`src/rtl/cdb_arbiter_if.sv`:
```
// Result-bus interface for the CDB arbiter.
// Carries the two execute-side result offers (ALU, LSB) with their ready
// back-pressure, and the registered common data bus that leaves the arbiter.
interface cdb_arbiter_if #(
    parameter int ROB_WIDTH_BIT = 5,
    parameter int DATA_WIDTH    = 32
);
    // ALU reservation-station result offer
    logic                     alu_valid;
    logic [ROB_WIDTH_BIT-1:0] alu_rob_id;
    logic [DATA_WIDTH-1:0]    alu_val;
    logic                     alu_ready;

    // Load/store-buffer completion offer
    logic                     lsb_valid;
    logic                     lsb_has_val;
    logic [ROB_WIDTH_BIT-1:0] lsb_rob_id;
    logic [DATA_WIDTH-1:0]    lsb_val;
    logic                     lsb_ready;

    // Common data bus toward ROB set port and operand wake-up
    logic                     cdb_valid;
    logic                     cdb_src;
    logic                     cdb_has_val;
    logic [ROB_WIDTH_BIT-1:0] cdb_rob_id;
    logic [DATA_WIDTH-1:0]    cdb_val;

    // Execute units and bus consumers
    modport master (
        output alu_valid, alu_rob_id, alu_val,
        input  alu_ready,
        output lsb_valid, lsb_has_val, lsb_rob_id, lsb_val,
        input  lsb_ready,
        input  cdb_valid, cdb_src, cdb_has_val, cdb_rob_id, cdb_val
    );

    // The arbiter itself
    modport slave (
        input  alu_valid, alu_rob_id, alu_val,
        output alu_ready,
        input  lsb_valid, lsb_has_val, lsb_rob_id, lsb_val,
        output lsb_ready,
        output cdb_valid, cdb_src, cdb_has_val, cdb_rob_id, cdb_val
    );
endinterface

```
`src/rtl/cdb_arbiter.sv`:
```
// CDB arbiter: one small FIFO per execute source, a round-robin pick of one
// result per cycle, and a registered common data bus. A candidate is either
// the FIFO head or, when the FIFO is empty, the offer accepted this edge
// (bypass), so an idle path costs a single cycle of latency.
module cdb_arbiter #(
    parameter int ROB_WIDTH_BIT  = 5,
    parameter int DATA_WIDTH     = 32,
    parameter int FIFO_DEPTH_BIT = 1
) (
    input  logic        clk_in,
    input  logic        rst_in,
    input  logic        rdy_in,
    input  logic        clear_in,
    cdb_arbiter_if.slave bus,
    output logic [31:0] conflict_cnt
);
    localparam int DEPTH = 1 << FIFO_DEPTH_BIT;
    localparam int CNT_W = FIFO_DEPTH_BIT + 1;

    typedef logic [CNT_W-1:0]          cnt_t;
    typedef logic [FIFO_DEPTH_BIT-1:0] ptr_t;

    // FIFO storage (no reset: validity is tracked by the counters)
    logic [ROB_WIDTH_BIT-1:0] r_alu_id   [DEPTH];
    logic [DATA_WIDTH-1:0]    r_alu_data [DEPTH];
    logic [ROB_WIDTH_BIT-1:0] r_lsb_id   [DEPTH];
    logic [DATA_WIDTH-1:0]    r_lsb_data [DEPTH];
    logic                     r_lsb_hv   [DEPTH];

    // FIFO control
    cnt_t r_alu_cnt, r_lsb_cnt;
    ptr_t r_alu_rp, r_alu_wp, r_lsb_rp, r_lsb_wp;
    logic r_last_grant;   // 0 = ALU granted last tie, 1 = LSB
    logic [31:0] r_conflict_cnt;

    // Bus registers
    logic                     r_cdb_valid;
    logic                     r_cdb_src;
    logic                     r_cdb_has_val;
    logic [ROB_WIDTH_BIT-1:0] r_cdb_rob_id;
    logic [DATA_WIDTH-1:0]    r_cdb_val;

    // Combinational arbitration signals
    logic                     w_alu_nonempty, w_lsb_nonempty;
    logic                     w_alu_acc, w_lsb_acc;
    logic                     w_alu_cand, w_lsb_cand;
    logic                     w_both;
    logic                     w_gnt_alu, w_gnt_lsb;
    logic                     w_alu_push, w_alu_pop, w_lsb_push, w_lsb_pop;
    logic [ROB_WIDTH_BIT-1:0] w_alu_c_id, w_lsb_c_id;
    logic [DATA_WIDTH-1:0]    w_alu_c_val, w_lsb_c_val;
    logic                     w_lsb_c_hv;
    logic                     w_active;

    // Ready is conservative: a full FIFO refuses even if its head leaves now
    assign bus.alu_ready = rdy_in && !clear_in && (r_alu_cnt != cnt_t'(DEPTH));
    assign bus.lsb_ready = rdy_in && !clear_in && (r_lsb_cnt != cnt_t'(DEPTH));

    assign bus.cdb_valid   = r_cdb_valid;
    assign bus.cdb_src     = r_cdb_src;
    assign bus.cdb_has_val = r_cdb_has_val;
    assign bus.cdb_rob_id  = r_cdb_rob_id;
    assign bus.cdb_val     = r_cdb_val;
    assign conflict_cnt    = r_conflict_cnt;

    assign w_active = rdy_in && !clear_in;

    // Candidate selection, round-robin grant and FIFO push/pop decisions
    always_comb begin
        w_alu_nonempty = (r_alu_cnt != '0);
        w_lsb_nonempty = (r_lsb_cnt != '0);
        w_alu_acc      = bus.alu_valid && bus.alu_ready;
        w_lsb_acc      = bus.lsb_valid && bus.lsb_ready;
        w_alu_cand     = w_alu_nonempty || w_alu_acc;
        w_lsb_cand     = w_lsb_nonempty || w_lsb_acc;

        w_alu_c_id  = w_alu_nonempty ? r_alu_id[r_alu_rp]   : bus.alu_rob_id;
        w_alu_c_val = w_alu_nonempty ? r_alu_data[r_alu_rp] : bus.alu_val;
        w_lsb_c_id  = w_lsb_nonempty ? r_lsb_id[r_lsb_rp]   : bus.lsb_rob_id;
        w_lsb_c_val = w_lsb_nonempty ? r_lsb_data[r_lsb_rp] : bus.lsb_val;
        w_lsb_c_hv  = w_lsb_nonempty ? r_lsb_hv[r_lsb_rp]   : bus.lsb_has_val;

        // On a tie the source that did not win the previous tie goes first
        w_both    = w_alu_cand && w_lsb_cand;
        w_gnt_alu = w_alu_cand && (!w_lsb_cand || r_last_grant);
        w_gnt_lsb = w_lsb_cand && !w_gnt_alu;

        // A granted bypass offer never enters its FIFO
        w_alu_pop  = w_gnt_alu && w_alu_nonempty;
        w_lsb_pop  = w_gnt_lsb && w_lsb_nonempty;
        w_alu_push = w_alu_acc && !(w_gnt_alu && !w_alu_nonempty);
        w_lsb_push = w_lsb_acc && !(w_gnt_lsb && !w_lsb_nonempty);
    end

    // Control state and bus registers: reset, clear flush, frozen, or arbitrate
    always_ff @(posedge clk_in or posedge rst_in) begin
        if (rst_in) begin
            r_alu_cnt      <= '0;
            r_lsb_cnt      <= '0;
            r_alu_rp       <= '0;
            r_alu_wp       <= '0;
            r_lsb_rp       <= '0;
            r_lsb_wp       <= '0;
            r_last_grant   <= 1'b1;
            r_conflict_cnt <= '0;
            r_cdb_valid    <= 1'b0;
            r_cdb_src      <= 1'b0;
            r_cdb_has_val  <= 1'b0;
            r_cdb_rob_id   <= '0;
            r_cdb_val      <= '0;
        end else if (rdy_in) begin
            if (clear_in) begin
                r_alu_cnt    <= '0;
                r_lsb_cnt    <= '0;
                r_alu_rp     <= '0;
                r_alu_wp     <= '0;
                r_lsb_rp     <= '0;
                r_lsb_wp     <= '0;
                r_last_grant <= 1'b1;
                r_cdb_valid  <= 1'b0;
            end else begin
                r_cdb_valid <= w_gnt_alu || w_gnt_lsb;
                if (w_gnt_alu) begin
                    r_cdb_src     <= 1'b0;
                    r_cdb_has_val <= 1'b1;
                    r_cdb_rob_id  <= w_alu_c_id;
                    r_cdb_val     <= w_alu_c_val;
                end else if (w_gnt_lsb) begin
                    r_cdb_src     <= 1'b1;
                    r_cdb_has_val <= w_lsb_c_hv;
                    r_cdb_rob_id  <= w_lsb_c_id;
                    r_cdb_val     <= w_lsb_c_val;
                end
                if (w_both) begin
                    r_last_grant   <= w_gnt_lsb;
                    r_conflict_cnt <= r_conflict_cnt + 32'd1;
                end
                r_alu_cnt <= r_alu_cnt + cnt_t'(w_alu_push) - cnt_t'(w_alu_pop);
                r_lsb_cnt <= r_lsb_cnt + cnt_t'(w_lsb_push) - cnt_t'(w_lsb_pop);
                if (w_alu_push) r_alu_wp <= r_alu_wp + ptr_t'(1);
                if (w_alu_pop)  r_alu_rp <= r_alu_rp + ptr_t'(1);
                if (w_lsb_push) r_lsb_wp <= r_lsb_wp + ptr_t'(1);
                if (w_lsb_pop)  r_lsb_rp <= r_lsb_rp + ptr_t'(1);
            end
        end
    end

    // FIFO payload writes at the tail for accepted, non-bypassed offers
    always_ff @(posedge clk_in) begin
        if (w_active && w_alu_push) begin
            r_alu_id[r_alu_wp]   <= bus.alu_rob_id;
            r_alu_data[r_alu_wp] <= bus.alu_val;
        end
        if (w_active && w_lsb_push) begin
            r_lsb_id[r_lsb_wp]   <= bus.lsb_rob_id;
            r_lsb_data[r_lsb_wp] <= bus.lsb_val;
            r_lsb_hv[r_lsb_wp]   <= bus.lsb_has_val;
        end
    end
endmodule
```
`src/flat_wrapper.sv`:
```
// flat-port wrapper written by rule: the top's interface ports become plain ports
module cdb_arbiter_flat 
#(
    parameter int ROB_WIDTH_BIT  = 5,
    parameter int DATA_WIDTH     = 32,
    parameter int FIFO_DEPTH_BIT = 1
)
  (clk_in, rst_in, rdy_in, clear_in, conflict_cnt, bus_alu_valid, bus_alu_rob_id, bus_alu_val, bus_alu_ready, bus_lsb_valid, bus_lsb_has_val, bus_lsb_rob_id, bus_lsb_val, bus_lsb_ready, bus_cdb_valid, bus_cdb_src, bus_cdb_has_val, bus_cdb_rob_id, bus_cdb_val);
  cdb_arbiter_if #(.ROB_WIDTH_BIT(ROB_WIDTH_BIT), .DATA_WIDTH(DATA_WIDTH)) bus_i ();
  input  logic clk_in;
  input  logic rst_in;
  input  logic rdy_in;
  input  logic clear_in;
  output logic [31:0] conflict_cnt;
  input wire logic [$bits(bus_i.alu_valid)-1:0] bus_alu_valid;
  input wire logic [$bits(bus_i.alu_rob_id)-1:0] bus_alu_rob_id;
  input wire logic [$bits(bus_i.alu_val)-1:0] bus_alu_val;
  output wire logic [$bits(bus_i.alu_ready)-1:0] bus_alu_ready;
  input wire logic [$bits(bus_i.lsb_valid)-1:0] bus_lsb_valid;
  input wire logic [$bits(bus_i.lsb_has_val)-1:0] bus_lsb_has_val;
  input wire logic [$bits(bus_i.lsb_rob_id)-1:0] bus_lsb_rob_id;
  input wire logic [$bits(bus_i.lsb_val)-1:0] bus_lsb_val;
  output wire logic [$bits(bus_i.lsb_ready)-1:0] bus_lsb_ready;
  output wire logic [$bits(bus_i.cdb_valid)-1:0] bus_cdb_valid;
  output wire logic [$bits(bus_i.cdb_src)-1:0] bus_cdb_src;
  output wire logic [$bits(bus_i.cdb_has_val)-1:0] bus_cdb_has_val;
  output wire logic [$bits(bus_i.cdb_rob_id)-1:0] bus_cdb_rob_id;
  output wire logic [$bits(bus_i.cdb_val)-1:0] bus_cdb_val;
  assign bus_i.alu_valid = bus_alu_valid;
  assign bus_i.alu_rob_id = bus_alu_rob_id;
  assign bus_i.alu_val = bus_alu_val;
  assign bus_alu_ready = bus_i.alu_ready;
  assign bus_i.lsb_valid = bus_lsb_valid;
  assign bus_i.lsb_has_val = bus_lsb_has_val;
  assign bus_i.lsb_rob_id = bus_lsb_rob_id;
  assign bus_i.lsb_val = bus_lsb_val;
  assign bus_lsb_ready = bus_i.lsb_ready;
  assign bus_cdb_valid = bus_i.cdb_valid;
  assign bus_cdb_src = bus_i.cdb_src;
  assign bus_cdb_has_val = bus_i.cdb_has_val;
  assign bus_cdb_rob_id = bus_i.cdb_rob_id;
  assign bus_cdb_val = bus_i.cdb_val;
  cdb_arbiter #(.ROB_WIDTH_BIT(ROB_WIDTH_BIT), .DATA_WIDTH(DATA_WIDTH), .FIFO_DEPTH_BIT(FIFO_DEPTH_BIT)) u_core (.clk_in(clk_in), .rst_in(rst_in), .rdy_in(rdy_in), .clear_in(clear_in), .bus(bus_i), .conflict_cnt(conflict_cnt));
endmodule
```
`config.mk`:
```
export PLATFORM = sky130hd
export DESIGN_NAME = cdb_arbiter_flat
export DESIGN_NICKNAME = d
export VERILOG_FILES = /design/src/rtl/cdb_arbiter_if.sv /design/src/rtl/cdb_arbiter.sv /design/src/flat_wrapper.sv
export SDC_FILE = /design/constraint.sdc
export NUM_CORES = 1
export LEC_CHECK = 0
export CAP_MARGIN = 20
export CORE_AREA = 3 3 179 181
export DETAILED_ROUTE_END_ITERATION = 7
export DIE_AREA = 0 0 182 184
export GPL_ROUTABILITY_DRIVEN = 0
export HOLD_SLACK_MARGIN = 0.03
export MAX_ROUTING_LAYER = met4
export PLACE_DENSITY = 0.65
export REMOVE_ABC_BUFFERS = 1
export SLEW_MARGIN = 15
export SYNTH_ARGS = -nofsm -noshare
export SYNTH_HDL_FRONTEND = slang
export SYNTH_SLANG_ARGS = --single-unit
```
`constraint.sdc`:
```
create_clock -name clk_in -period 3.79 [get_ports clk_in]
set_input_delay 0.758 -clock clk_in [delete_from_list [all_inputs] [get_ports clk_in]]
set_output_delay 0.758 -clock clk_in [all_outputs]
set_load 0.05 [all_outputs]
```
* Word-level counts from Yosys, hierarchy flattened *
Memory sizes are Yosys's and may differ from the RTL's.
Cells that the tools add are included.

word-level totals
  flip-flop bits (word level) = 81
  memory bits (writable) = 150
  input bits = 81
  output and inout bits = 74
  word-level logic and storage cells = 102
  memories = 5

memory list
  memory             words  width  rd ports  clocked after Yosys merged registers in  write ports  line               RTL
  u_core.r_alu_data  2      32     1         0                                        1            cdb_arbiter.sv:25  logic [DATA_WIDTH-1:0] r_alu_data [DEPTH];
  u_core.r_lsb_data  2      32     1         0                                        1            cdb_arbiter.sv:27  logic [DATA_WIDTH-1:0] r_lsb_data [DEPTH];
  u_core.r_alu_id    2      5      1         0                                        1            cdb_arbiter.sv:24  logic [ROB_WIDTH_BIT-1:0] r_alu_id [DEPTH];
  u_core.r_lsb_id    2      5      1         0                                        1            cdb_arbiter.sv:26  logic [ROB_WIDTH_BIT-1:0] r_lsb_id [DEPTH];
  u_core.r_lsb_hv    2      1      1         0                                        1            cdb_arbiter.sv:28  logic r_lsb_hv [DEPTH];

operators by class
  $add $sub $neg = 9
  equality and inequality tests = 2
  multiplexer cells = 30
  bitwise logic cells = 1
  reductions and logical operators = 42

operator list
  operator               number
  $mux 32                4
  $add 32x1->32 const B  1
  $mux 1                 20
  $mux 5                 4
  $logic_and 1x1->1      16
  $reduce_bool 2->1      8
  $reduce_and 2->1       5
  $logic_not 1->1        7
  $reduce_and 3->1       2
  $add 1x1->1 const B    4
  $add 2x1->2            2
  $logic_or 1x1->1       4
  $mux 2                 2
  $ne 2x2->1 const B     2
  $sub 2x1->2            2
  $not 1->1              1

* Longest topological paths before layout *
  depth in word-level cells = 16
  mapped depth = 11
  mapped depth without buffers = 10

* Worst setup path after synthesis *
OpenSTA, ideal clock, no wires.

  path type = input -> register
  start = input rdy_in
  end = memory u_core.r_alu_data[0][0] (enable)
  setup time = 0.480 ns
  data arrival time = 4.059 ns
  data required time = 3.310 ns
  slack = -0.748 ns
  stages on the path = 5
  buffers on the path = 1
  path through = bufbuf_16 -> nand3b_4 -> a211oi_1 -> o21ai_0 -> nor3_1

between the ends
  word-level cells in the longest chain between the ends = 13
  elaborated cells between the ends (all ways) = 16
  those cells by class = mux (2); reduce/logical (14)

ends and longest elaborated chain
  item                            line                                                     RTL
  start: declaration              flat_wrapper.sv:12                                       input logic rdy_in;
  $logic_and 1x1->1 *             cdb_arbiter.sv:56, cdb_arbiter.sv:57, cdb_arbiter.sv:66
  $logic_and 1x1->1               cdb_arbiter.sv:57                                        assign bus.lsb_ready = rdy_in && !clear_in && (r_lsb_cnt != cnt_t'(DEPTH));
  $logic_and 1x1->1               cdb_arbiter.sv:73                                        w_lsb_acc = bus.lsb_valid && bus.lsb_ready;
  $logic_or 1x1->1                cdb_arbiter.sv:75                                        w_lsb_cand = w_lsb_nonempty || w_lsb_acc;
  $logic_not 1->1                 cdb_arbiter.sv:85                                        w_gnt_alu = w_alu_cand && (!w_lsb_cand || r_last_grant);
  $logic_or 1x1->1                cdb_arbiter.sv:85
  $logic_and 1x1->1               cdb_arbiter.sv:85
  $logic_and 1x1->1               cdb_arbiter.sv:91                                        w_alu_push = w_alu_acc && !(w_gnt_alu && !w_alu_nonempty);
  $logic_not 1->1                 cdb_arbiter.sv:91
  $logic_and 1x1->1               cdb_arbiter.sv:91
  $logic_and 1x1->1 *             cdb_arbiter.sv:150                                       if (w_active && w_alu_push) begin
  $mux 1 *                        cdb_arbiter.sv:150
  $mux 1 (implied by the code) *  cdb_arbiter.sv:152                                       r_alu_data[r_alu_wp] <= bus.alu_val;
  end: declaration                cdb_arbiter.sv:25

Mark *: on every way between the ends. The rest lies on a longest branch, timed or not.

* Worst setup path in the final report *
  start = input clear_in
  end = register u_core.r_lsb_cnt[1]

between the ends
  word-level cells in the longest chain between the ends = 16
  elaborated cells between the ends (all ways) = 20
  those cells by class = add/sub (2); mux (1); reduce/logical (17)

ends and longest elaborated chain
  item                    line                                  RTL
  start: declaration      flat_wrapper.sv:13                    input logic clear_in;
  $logic_not 1->1         cdb_arbiter.sv:56, cdb_arbiter.sv:57
  $logic_and 1x1->1       cdb_arbiter.sv:56, cdb_arbiter.sv:57
  $logic_and 1x1->1       cdb_arbiter.sv:57
  $logic_and 1x1->1       cdb_arbiter.sv:73
  $logic_or 1x1->1        cdb_arbiter.sv:75
  $logic_not 1->1         cdb_arbiter.sv:85
  $logic_or 1x1->1        cdb_arbiter.sv:85
  $logic_and 1x1->1       cdb_arbiter.sv:85
  $logic_not 1->1         cdb_arbiter.sv:86                     w_gnt_lsb = w_lsb_cand && !w_gnt_alu;
  $logic_and 1x1->1       cdb_arbiter.sv:86
  $logic_and 1x1->1       cdb_arbiter.sv:92                     w_lsb_push = w_lsb_acc && !(w_gnt_lsb && !w_lsb_nonempty);
  $logic_not 1->1         cdb_arbiter.sv:92
  $logic_and 1x1->1       cdb_arbiter.sv:92
  $add 2x1->2             cdb_arbiter.sv:139                    r_lsb_cnt <= r_lsb_cnt + cnt_t'(w_lsb_push) - cnt_t'(w_lsb_pop);
  $sub 2x1->2             cdb_arbiter.sv:139
  $mux 2 *                cdb_arbiter.sv:112                    if (clear_in) begin
  end signal: assignment  cdb_arbiter.sv:139
  end: declaration        cdb_arbiter.sv:31                     cnt_t r_alu_cnt, r_lsb_cnt;

Marked as above.
A chain may end at the register's enable or synchronous reset.

==> impl_results.md <==
- Status: completed
- Largest vdd supply drop: 0.427 mV
- # H-tree levels: 1
- Post-synth design cell area: 9780 um^2
- CTS Buffer Depth: 3
- Hold crit path type: reg -> reg
- Post-synthesis cell count: 697
- Synthesized area per cell: 14.0 um^2
- Static leakage: 0.00453 uW
- Die area: 33500 um^2
- Synth top area cells: edfxtp_1 46%, dfrtp_1 20%, mux2_2 4.4%
- Final setup violation count: 0
- Final min period: 2.86 ns
- Final setup TNS: 0 ns
- DR pass1 iterations: 8
- Critical Path RT: 4.17 ns
- Worst slew pin tran: 1.12 ns
- Yosys top cell area share: 46.1%
- Total Routing Usage GR: 15.1%
- Post-cts gate resize count: 0
- Sequential Area: 6540 um^2
- Post-synth EDFFs: 150
- Fin nets: 944
- Setup Buffers After CTS: 0
- Latest clock arrival within the worst-skew pair: 0.51 ns
- Startpoint class of the critical path: primary input
- Root buf cell: clkbuf_16
- Initial Util: 32.0%
- Vias per cell: 5.10
- Largest area contributor in the netlist: edfxtp_1
- Setup CP Type: in -> reg
- Syn-to-layout area delta: 30.1%
- Pwr dens: 727 nW/um^2
- # port buffers: 154
- Hold_buf cts: 0
- Max-slew violations: 0
- Post-synth top cells: 150 x edfxtp_1, 80 x dfrtp_1, 55 x nor2_1
- GRT Residual Overflow: 0
- Placed cell count: 1226
- Filler Cell Count: 2828
- FFs w/ async S/R, synth: 35.1%
- Clock Sinks: 231
- Post-DRT Antenna Nets: 0
- Critical Path AT: 3.24 ns
- Starting DRC count in detailed routing: 501
- Worst stage delay on the critical path: 0.69 ns
- Post-synthesis sequential area ratio: 66.8%
- Clk slew on worst S/H paths: 0.06 ns
- Hold Violations, Final: 0
- Die span in y: 184 um
- CP max stage cell: clkdlybuf4s50_1
- # DRC: 0
- Die width: 182 um
- Relative slew slack: 25.2%
- Count of unique library cells instantiated by Yosys: 51
- CP cell instances: clkdlybuf4s50_1, and2b_1, a21oi_1, nor3b_1, o21bai_1, inv_1, ha_1, xor2_1, o21ai_0, nand2_1, o21ai_0
- Post-DR wirelength/cell: 19.7 um
- Most frequent cell after synthesis: edfxtp_1
- Core Box Area: 30600 um^2
- TritonCTS clock tree: yes
- Main flop type after synthesis: edfxtp_1
- Fin Clk Skew: 0.00673 ns
- Ports: 155
- Multi-input gate area: 3050 um^2
- Yosys reg bits: 231
- Period utilization: 75.4%
- Setup crit end kind: register
- Family with the most delay on the worst path: buffers and inverters
- Cell Count, Final, Fillers Out: 1275
- First-pass GRT wire length: 39300 um
- CP max FO: 12
- Yosys warns: 0
- Maximum clock frequency: 350 MHz
- FP Rows: 64
- Largest net degree at the start of global routing: 69
- Initial antenna violation count: 1
- Max Cap Violations: 0
- RSZ-0062 raised after global routing: no
- DP HPWL: 15800 um
- Number of global-route vias before repair: 6804
- Final WL: 25100 um
- Most frequent CP cell: o21ai_0
- Vias: 6502
- Buffers & Inverters on Critical Path: 2
- CTS buffer count: 26
- Share of layout cells above drive strength 1: 13.7%
-- cell type report --
type | instances | share of cell area [%]
diodes | 1 | 0.0197
clock buffers | 36 | 5.73
clock inverters | 12 | 1.04
inverters | 9 | 0.285
multi-input cells | 416 | 23.9
flip-flops and latches | 231 | 51.3
well taps | 396 | 3.89
repair buffers | 174 | 13.7
-- worst paths after layout --
kind / slack (ns) / cells after the start / to / start
worst max-delay path: 0.93 / 11 / u_core.r_lsb_cnt[1]$_DFFE_PP0P_ / clear_in
worst min-delay path: 0.49 / 1 / u_core.bus.cdb_valid$_DFFE_PP0P_ / u_core.bus.cdb_valid$_DFFE_PP0P_
worst max register to register: 1.22 / 10 / u_core.r_alu_cnt[1]$_DFFE_PP0P_ / u_core.r_lsb_cnt[1]$_DFFE_PP0P_
worst min register to register: 0.49 / 1 / u_core.bus.cdb_valid$_DFFE_PP0P_ / u_core.bus.cdb_valid$_DFFE_PP0P_
max in group asynchronous: 2.20 / 3 / u_core.bus.cdb_val[5]$_DFFE_PP0P_ / rst_in
min in group asynchronous: 0.80 / 2 / u_core.conflict_cnt[20]$_DFFE_PP0P_ / rst_in
-- power by group --
part / internal, uW / switching (uW)
Combinational: 1250 / 2070
Clock: 1540 / 969
Sequential: 3040 / 378
-- through the flow --
step           worst slack, ns  utilization, %  hold slack, ns  total power [uW]  area [um^2]
2_1_floorplan           -0.578               -           0.459              5520         9570
3_5_place_dp             0.438            38.8           0.468              6810        11900
3_3_place_gp             0.614            38.8           0.465              6770        11900
4_1_cts                  0.931            41.6           0.492              9360        12700
5_1_grt                  0.785            41.6           0.502              9750        12700
6_report                 0.932            41.6           0.491              9250        12700
-- cells in the final DEF, fill, tap and decap left out, types with 7 or more instances in the layout --
cell type and n:
a21oi_1 44, a222oi_1 27, a31oi_1 10, buf_4 17, clkbuf_1 7, clkbuf_16 27, clkdlybuf4s50_1 152, dfrtp_1 78
edfxtp_1 150, inv_1 8, mux2_2 38, mux2i_1 39, nand2_1 33, nand3_1 16, nand4_1 8, nor2_1 54
o21ai_0 31, o2bb2ai_1 27, xnor2_1 26, xor2_1 7
-- registers in the layout, indices dropped and copies added, names as in the netlist --
name,count
u_core.r_alu_data,64
u_core.r_lsb_data,64
u_core.bus.cdb_val,32
u_core.conflict_cnt,32
u_core.r_alu_id,10
u_core.r_lsb_id,10
u_core.bus.cdb_rob_id,5
u_core.r_alu_cnt,2
u_core.r_lsb_cnt,2
u_core.r_lsb_hv,2
u_core.bus.cdb_has_val,1
u_core.bus.cdb_src,1
u_core.bus.cdb_valid,1
u_core.r_alu_rp,1
u_core.r_alu_wp,1
u_core.r_last_grant,1
u_core.r_lsb_rp,1
u_core.r_lsb_wp,1
-- cells by family (layout without fill, tap and decap cells) --
logic type | Yosys count | count (layout) | synth area share (%)
DFF | 231 | 231 | 66.8
AOI/OAI and AO/OA | 154 | 154 | 11.1
and+or+nand+nor | 147 | 147 | 7.61
muxes | 77 | 77 | 8.37
buffers and inverters | 50 | 231 | 2.53
xor gates and xnor gates | 33 | 33 | 2.96
adders and majority gates | 5 | 5 | 0.640
other | 0 | 1 | 0
-- metal layers --
metal  up-vias  track usage [%]  share of wire, %
met3        27             3.38               7.3
met2       243             24.6                48
met4         0             2.59               1.1
met1      3235             19.8                43
met5         -                -                 0
li1       2997                -                 -
Power figures use the tool's default switching activity.
